$ cat src/rtl/instr_fetch_if.sv
// Bus between the fetch unit (slave) and its users: the program loader and the CPU (master).
//
// Handshake: the fetch unit raises instr_valid when instruction/pc hold a fetched word.
// The CPU pulses LoadIR for one cycle while instr_valid=1 to consume that word and advance.
// Jump redirects fetch to JumpAddr and takes priority over LoadIR. LoadIR and Jump have no
// effect unless the fetch unit is presenting a word (READY). fsm_state is a debug view of the
// fetch unit's FSM.
interface instr_fetch_if #(
    parameter int ADDR_W = 8
);
    logic              prog_we;
    logic [ADDR_W-1:0] prog_addr;
    logic [7:0]        prog_data;
    logic              start;
    logic              LoadIR;
    logic              Jump;
    logic [ADDR_W-1:0] JumpAddr;
    logic [7:0]        instruction;
    logic              instr_valid;
    logic [ADDR_W-1:0] pc;
    logic              halted;
    logic [1:0]        fsm_state;

    modport master (
        output prog_we, prog_addr, prog_data, start, LoadIR, Jump, JumpAddr,
        input  instruction, instr_valid, pc, halted, fsm_state
    );

    modport slave (
        input  prog_we, prog_addr, prog_data, start, LoadIR, Jump, JumpAddr,
        output instruction, instr_valid, pc, halted, fsm_state
    );
endinterface

$ cat src/rtl/instr_fetch.sv
// Instruction supply unit: loadable program memory plus program counter, presenting one
// instruction at a time to the CPU. Advances on LoadIR, redirects on Jump, stops on HALT_OPCODE.
// Optional feature macro: INSTR_FETCH_PREFETCH_EN -- the word at pc+1 is read during every
// READY cycle and captured on LoadIR, so consecutive words are presented with no bubble.
module instr_fetch #(
    parameter int          ADDR_W      = 8,
    parameter int          DEPTH       = 256,
    parameter logic [7:0]  HALT_OPCODE = 8'hFF
) (
    input  logic         clk,
    input  logic         reset,
    instr_fetch_if.slave bus
);
    typedef enum logic [1:0] {
        IDLE  = 2'd0,
        FETCH = 2'd1,
        READY = 2'd2,
        HALT  = 2'd3
    } state_t;

    state_t            state, state_next;
    logic [ADDR_W-1:0] pc_q, pc_next, pc_inc;
    logic [7:0]        instr_q, instr_next;
    logic              valid_q, valid_next;
    logic              halted_q, halted_next;
    logic              mem_we;
    logic [7:0]        mem [DEPTH];

    // Natural ADDR_W overflow gives the DEPTH-1 -> 0 wrap since DEPTH == 2**ADDR_W.
    assign pc_inc = pc_q + 1'b1;

    // The loader owns memory only while fetching is stopped.
    assign mem_we = bus.prog_we && ((state == IDLE) || (state == HALT));

    // Program memory write port; contents survive reset.
    always_ff @(posedge clk) begin
        if (mem_we) begin
            mem[bus.prog_addr] <= bus.prog_data;
        end
    end

    // State and presented-word registers; reset aborts any in-flight fetch.
    always_ff @(posedge clk or posedge reset) begin
        if (reset) begin
            state    <= IDLE;
            pc_q     <= '0;
            instr_q  <= 8'h00;
            valid_q  <= 1'b0;
            halted_q <= 1'b0;
        end else begin
            state    <= state_next;
            pc_q     <= pc_next;
            instr_q  <= instr_next;
            valid_q  <= valid_next;
            halted_q <= halted_next;
        end
    end

    // Next-state and datapath decisions; everything holds unless a branch says otherwise.
    always_comb begin
        state_next  = state;
        pc_next     = pc_q;
        instr_next  = instr_q;
        valid_next  = valid_q;
        halted_next = halted_q;
        case (state)
            IDLE, HALT: begin
                if (bus.start) begin
                    pc_next     = '0;
                    valid_next  = 1'b0;
                    halted_next = 1'b0;
                    state_next  = FETCH;
                end
            end
            FETCH: begin
                instr_next = mem[pc_q];
                valid_next = 1'b1;
                if (mem[pc_q] == HALT_OPCODE) begin
                    halted_next = 1'b1;
                    state_next  = HALT;
                end else begin
                    state_next  = READY;
                end
            end
            READY: begin
                if (bus.Jump) begin
                    // Any word already read ahead belongs to the old stream and is dropped.
                    pc_next    = bus.JumpAddr;
                    valid_next = 1'b0;
                    state_next = FETCH;
                end else if (bus.LoadIR) begin
                    pc_next = pc_inc;
`ifdef INSTR_FETCH_PREFETCH_EN
                    // Word at pc+1 is already being read this cycle; present it directly.
                    instr_next = mem[pc_inc];
                    if (mem[pc_inc] == HALT_OPCODE) begin
                        halted_next = 1'b1;
                        state_next  = HALT;
                    end
`else
                    valid_next = 1'b0;
                    state_next = FETCH;
`endif
                end
            end
            default: state_next = IDLE;
        endcase
    end

    assign bus.instruction = instr_q;
    assign bus.instr_valid = valid_q;
    assign bus.pc          = pc_q;
    assign bus.halted      = halted_q;
    assign bus.fsm_state   = state;
endmodule

$ cat src/flat_wrapper.sv
// flat-port wrapper written by rule: the top's interface ports become plain ports
module instr_fetch_flat 
#(
    parameter int          ADDR_W      = 8,
    parameter int          DEPTH       = 256,
    parameter logic [7:0]  HALT_OPCODE = 8'hFF
)
  (clk, reset, bus_prog_we, bus_prog_addr, bus_prog_data, bus_start, bus_LoadIR, bus_Jump, bus_JumpAddr, bus_instruction, bus_instr_valid, bus_pc, bus_halted, bus_fsm_state);
  instr_fetch_if #(.ADDR_W(ADDR_W)) bus_i ();
  input  logic clk;
  input  logic reset;
  input wire logic [$bits(bus_i.prog_we)-1:0] bus_prog_we;
  input wire logic [$bits(bus_i.prog_addr)-1:0] bus_prog_addr;
  input wire logic [$bits(bus_i.prog_data)-1:0] bus_prog_data;
  input wire logic [$bits(bus_i.start)-1:0] bus_start;
  input wire logic [$bits(bus_i.LoadIR)-1:0] bus_LoadIR;
  input wire logic [$bits(bus_i.Jump)-1:0] bus_Jump;
  input wire logic [$bits(bus_i.JumpAddr)-1:0] bus_JumpAddr;
  output wire logic [$bits(bus_i.instruction)-1:0] bus_instruction;
  output wire logic [$bits(bus_i.instr_valid)-1:0] bus_instr_valid;
  output wire logic [$bits(bus_i.pc)-1:0] bus_pc;
  output wire logic [$bits(bus_i.halted)-1:0] bus_halted;
  output wire logic [$bits(bus_i.fsm_state)-1:0] bus_fsm_state;
  assign bus_i.prog_we = bus_prog_we;
  assign bus_i.prog_addr = bus_prog_addr;
  assign bus_i.prog_data = bus_prog_data;
  assign bus_i.start = bus_start;
  assign bus_i.LoadIR = bus_LoadIR;
  assign bus_i.Jump = bus_Jump;
  assign bus_i.JumpAddr = bus_JumpAddr;
  assign bus_instruction = bus_i.instruction;
  assign bus_instr_valid = bus_i.instr_valid;
  assign bus_pc = bus_i.pc;
  assign bus_halted = bus_i.halted;
  assign bus_fsm_state = bus_i.fsm_state;
  instr_fetch #(.ADDR_W(ADDR_W), .DEPTH(DEPTH), .HALT_OPCODE(HALT_OPCODE)) u_core (.clk(clk), .reset(reset), .bus(bus_i));
endmodule
$ cat config.mk
export PLATFORM = sky130hd
export DESIGN_NAME = instr_fetch_flat
export DESIGN_NICKNAME = d
export VERILOG_FILES = /design/src/rtl/instr_fetch_if.sv /design/src/rtl/instr_fetch.sv /design/src/flat_wrapper.sv
export SDC_FILE = /design/constraint.sdc
export NUM_CORES = 2
export LEC_CHECK = 0
export ABC_AREA = 0
export CAP_MARGIN = 20
export CORE_UTILIZATION = 60
export DETAILED_ROUTE_END_ITERATION = 8
export GPL_ROUTABILITY_DRIVEN = 0
export PLACE_DENSITY = 0.74
export SKIP_LAST_GASP = 1
export SLEW_MARGIN = 25
export SYNTH_ARGS = -nofsm -noshare
export SYNTH_HDL_FRONTEND = slang
export SYNTH_SLANG_ARGS = --single-unit
$ cat constraint.sdc
create_clock -name clk -period 6.64 [get_ports clk]
set_input_delay 1.328 -clock clk [delete_from_list [all_inputs] [get_ports clk]]
set_output_delay 1.328 -clock clk [all_outputs]
set_load 0.02 [all_outputs]
==> impl_metrics.json <==
{
  "status": "finished clean",
  "fin_crit_sh_pct": 71.8,
  "dieArea_um2": 138000,
  "startpoint_type": "register",
  "dieWidth_um": 371,
  "fin_cells": 5984,
  "cpMostUsedCell": "o31ai_1",
  "grt.overflow.total": 0,
  "wl_per_cell_um": 36.7,
  "die_h_um": 371,
  "holdPathEnd": "u_core.bus.instruction[5]",
  "tightest_slew_ps": 1210,
  "crit_fanout": 44,
  "drive_gt1_share_pct": 19.3,
  "drcViolationCount": 0,
  "synth_edf_count": 2048,
  "hold_depth": 2,
  "cts_resized": 0,
  "cts_sinks": 2067,
  "final-seq-area_um2": 62000,
  "hpwl_um": 131000,
  "finalWirelength_um": 219000,
  "clockPowerShare_pct": 32.4,
  "drv_slew": 0,
  "combPwrFrac_pct": 24.5,
  "synth_fp_nets": 3975,
  "final-setup-viol-count": 0,
  "htree_levels": 4,
  "drtIter0Drc": 7085,
  "dp_slack_ps": 1610,
  "async_flop_share_pct": 0.919,
  "numCtsBuffers": 194,
  "swShare_pct": 29.9,
  "core_area_um2": 135000,
  "synth_seq_area_share_pct": 75.8,
  "hold_class": "reg -> reg",
  "place_inst": 5621,
  "vias_per_cell": 7.17,
  "first_pass_iters": 6,
  "area_growth_pct": 10.3,
  "fill_cells": 8360,
  "synth_flop_cell": "edfxtp_1",
  "p_sw_w": 0.0102,
  "powerDensity_nw_per_um2": 379,
  "skew_ps": 32.3,
  "timing.rr.start": "u_core.bus.pc[2]",
  "required_ps": 7370,
  "ys_types": 73,
  "path_cells": "nand2_1 -> buf_4 -> o22ai_1 -> o21ai_0 -> o31ai_1 -> o311ai_0 -> o31ai_1 -> nand4b_1 -> o41ai_2",
  "grt_pass1_vias": 40936,
  "avgSynthCellArea_um2": 20.7,
  "grt_pass1_wl_um": 307000,
  "cts_tree": "built",
  "start_util_pct": 60.4,
  "rows": 135,
  "fmax_mhz": 210,
  "syn_inst": 3942,
  "clkLatencyLatePin_ps": 830,
  "clock_path_buffers": 3,
  "p_leak_nw": 27.4,
  "drv_cap": 0,
  "cts_setup_buffers": 0,
  "ant_nets": 0,
  "cp_slowest_cell": "dfrtp_4",
  "cts_hold_buffers": 0,
  "layout_min_cycle_time_ps": 4770,
  "cts.clk_slew.worst_paths_ps": 60,
  "fin_nets": 4070,
  "io_pins": 50,
  "syn-cell-area_um2": 81800,
  "p_int_w": 0.0239,
  "hold_path.startpoint": "u_core.bus.instruction[5]",
  "hold_violations": 0,
  "multiInputGateArea_um2": 18200,
  "antenna_found_initial": 6,
  "root_buffer": "clkbuf_16",
  "seqPwrFrac_pct": 43.2,
  "vias": 42901,
  "rsz0062_at_grt": "false",
  "fin_ws_ps": 1870,
  "ir_drop_v": 0.000359,
  "crit_arrival_ps": 5500,
  "ys_ff_latch": 2067,
  "io_buffers": 49,
  "end_kind": "register",
  "timing.rr.end": "u_core.bus.halted",
  "grt_max_degree": 204,
  "cpPeakStageDelay_ps": 920,
  "path_class": "reg -> reg",
  "setup_tns_ps": 0,
  "ys.warnings.count": 0,
  "r2r_cells": 9,
  "maxSlewHeadroom_pct": 19.6,
  "track_usage_pct": 32.2,
  "reg2reg_slack_ps": 1870
}
-- cell usage in the layout (no fill, tap or decap), types with 32 or more instances in the layout --
cell type        count
mux4_2             376
clkinv_2            40
nor2_1             305
clkbuf_16          199
mux2i_1            120
nand3_1             67
a21oi_1             50
buf_4               70
clkinv_1            49
nand2_1            162
mux2_2              32
mux4_1             112
clkdlybuf4s50_1     41
edfxtp_1          2048
clkbuf_1            32
a22oi_1             51
-- stage by stage --
stage / util [%] / hold WS, ps / total power, W / cell area [um^2]
2_1_floorplan: - / 590 / 0.0202 / 81800
3_3_place_gp: 62.0 / 577 / 0.0230 / 83900
3_5_place_dp: 62.0 / 585 / 0.0231 / 83900
4_1_cts: 66.6 / 600 / 0.0340 / 90100
5_1_grt: 66.6 / 625 / 0.0348 / 90100
6_report: 66.6 / 617 / 0.0342 / 90200
-- synthesized netlist by cell type (5+ instances only) --
cell type	n	area [um^2]
nor2b_1	32	200
a311oi_1	5	43.8
buf_8	15	225
mux4_2	376	8470
buf_1	8	30.0
a211oi_1	12	90.1
buf_2	76	380
mux2i_1	120	1200
buf_12	10	200
o211ai_1	6	45.0
clkbuf_1	85	319
a221oi_1	23	201
nor3_1	26	130
nand4_1	18	113
nor2_1	306	1150
mux2_2	32	360
dfrtp_1	19	475
o2111ai_1	5	43.8
edfxtp_1	2048	61500
nand2b_1	12	75.1
and3_1	9	56.3
nor3b_1	8	60.1
nand2_1	163	612
o22ai_1	24	150
and2_1	7	43.8
a22oi_1	51	383
o221ai_1	13	114
a21oi_1	50	250
mux4_1	112	2940
nor4_1	19	119
o21ai_0	29	145
buf_6	23	259
buf_4	24	180
a31oi_1	22	138
a2111oi_0	8	70.1
nand3_1	67	335
inv_1	11	41.3
-- layout make-up --
type,count,share of cell area (%)
antenna,5,0.0139
multi-input combinational,1621,20.1
tap,1781,2.47
inverter,13,0.0555
timing repair buffer,140,1.61
clock buffer,231,5.66
clock inverter,126,1.30
sequential,2067,68.8
-- worst max-delay path: cells and delay by family, from the launching register on --
family / cells / cell delay [ps]
AO/OA/AOI/OAI: 6 / 2560
flip-flops: 1 / 920
AND/OR/NAND/NOR: 2 / 740
buffers and inverters: 1 / 390
-- routing by layer --
| layer | part of all wire (%) | routed length [um] | vias up | track usage (%) |
|---|---|---|---|---|
| met5 | 0.0077 | 17 | - | 0 |
| met4 | 4.8 | 10500 | 2 | 13.7 |
| met3 | 13 | 28900 | 560 | 9.02 |
| met2 | 45 | 99600 | 3413 | 47.3 |
| met1 | 37 | 80400 | 22270 | 45.9 |
| li1 | - | - | 16656 | - |
-- power groups by stage --
stage,Combinational [W],Clock [W],Sequential [W]
2_1_floorplan,0.00544,0,0.0148
3_3_place_gp,0.00804,0,0.0150
3_5_place_dp,0.00812,0,0.0150
4_1_cts,0.00819,0.0111,0.0147
5_1_grt,0.00853,0.0115,0.0147
6_report,0.00836,0.0110,0.0147
-- how the worst max path moves through the flow --
| stage | from | endpoint | slack [ps] | depth (start not counted) |
|---|---|---|---|---|
| after CTS | u_core.bus.pc[0] | u_core.bus.halted | 2130 | 10 |
| after detailed placement | bus_prog_we | u_core.mem[126][6] | 1610 | 5 |
| after global placement | bus_prog_we | u_core.mem[62][1] | 1680 | 5 |
| after floorplan | bus_prog_we | u_core.mem[112][0] | 3480 | 6 |
| final | u_core.bus.pc[2] | u_core.bus.halted | 1870 | 9 |
| after global routing | u_core.bus.pc[0] | u_core.bus.halted | 1770 | 10 |
-- state kept, by name (all words and copies together) (netlist names) --
signal	count
u_core.bus.fsm_state	2
u_core.bus.halted	1
u_core.bus.instruction	8
u_core.bus.pc	8
u_core.mem	2048
-- kinds of logic after synthesis --
family	share of synthesized area, %
flops	75.8
fa+ha+maj	0.0459
compound gates	2.54
buf+inv	2.01
mux	15.9
simple gates	3.73
No activity file was read; power rests on OpenSTA's default activity.
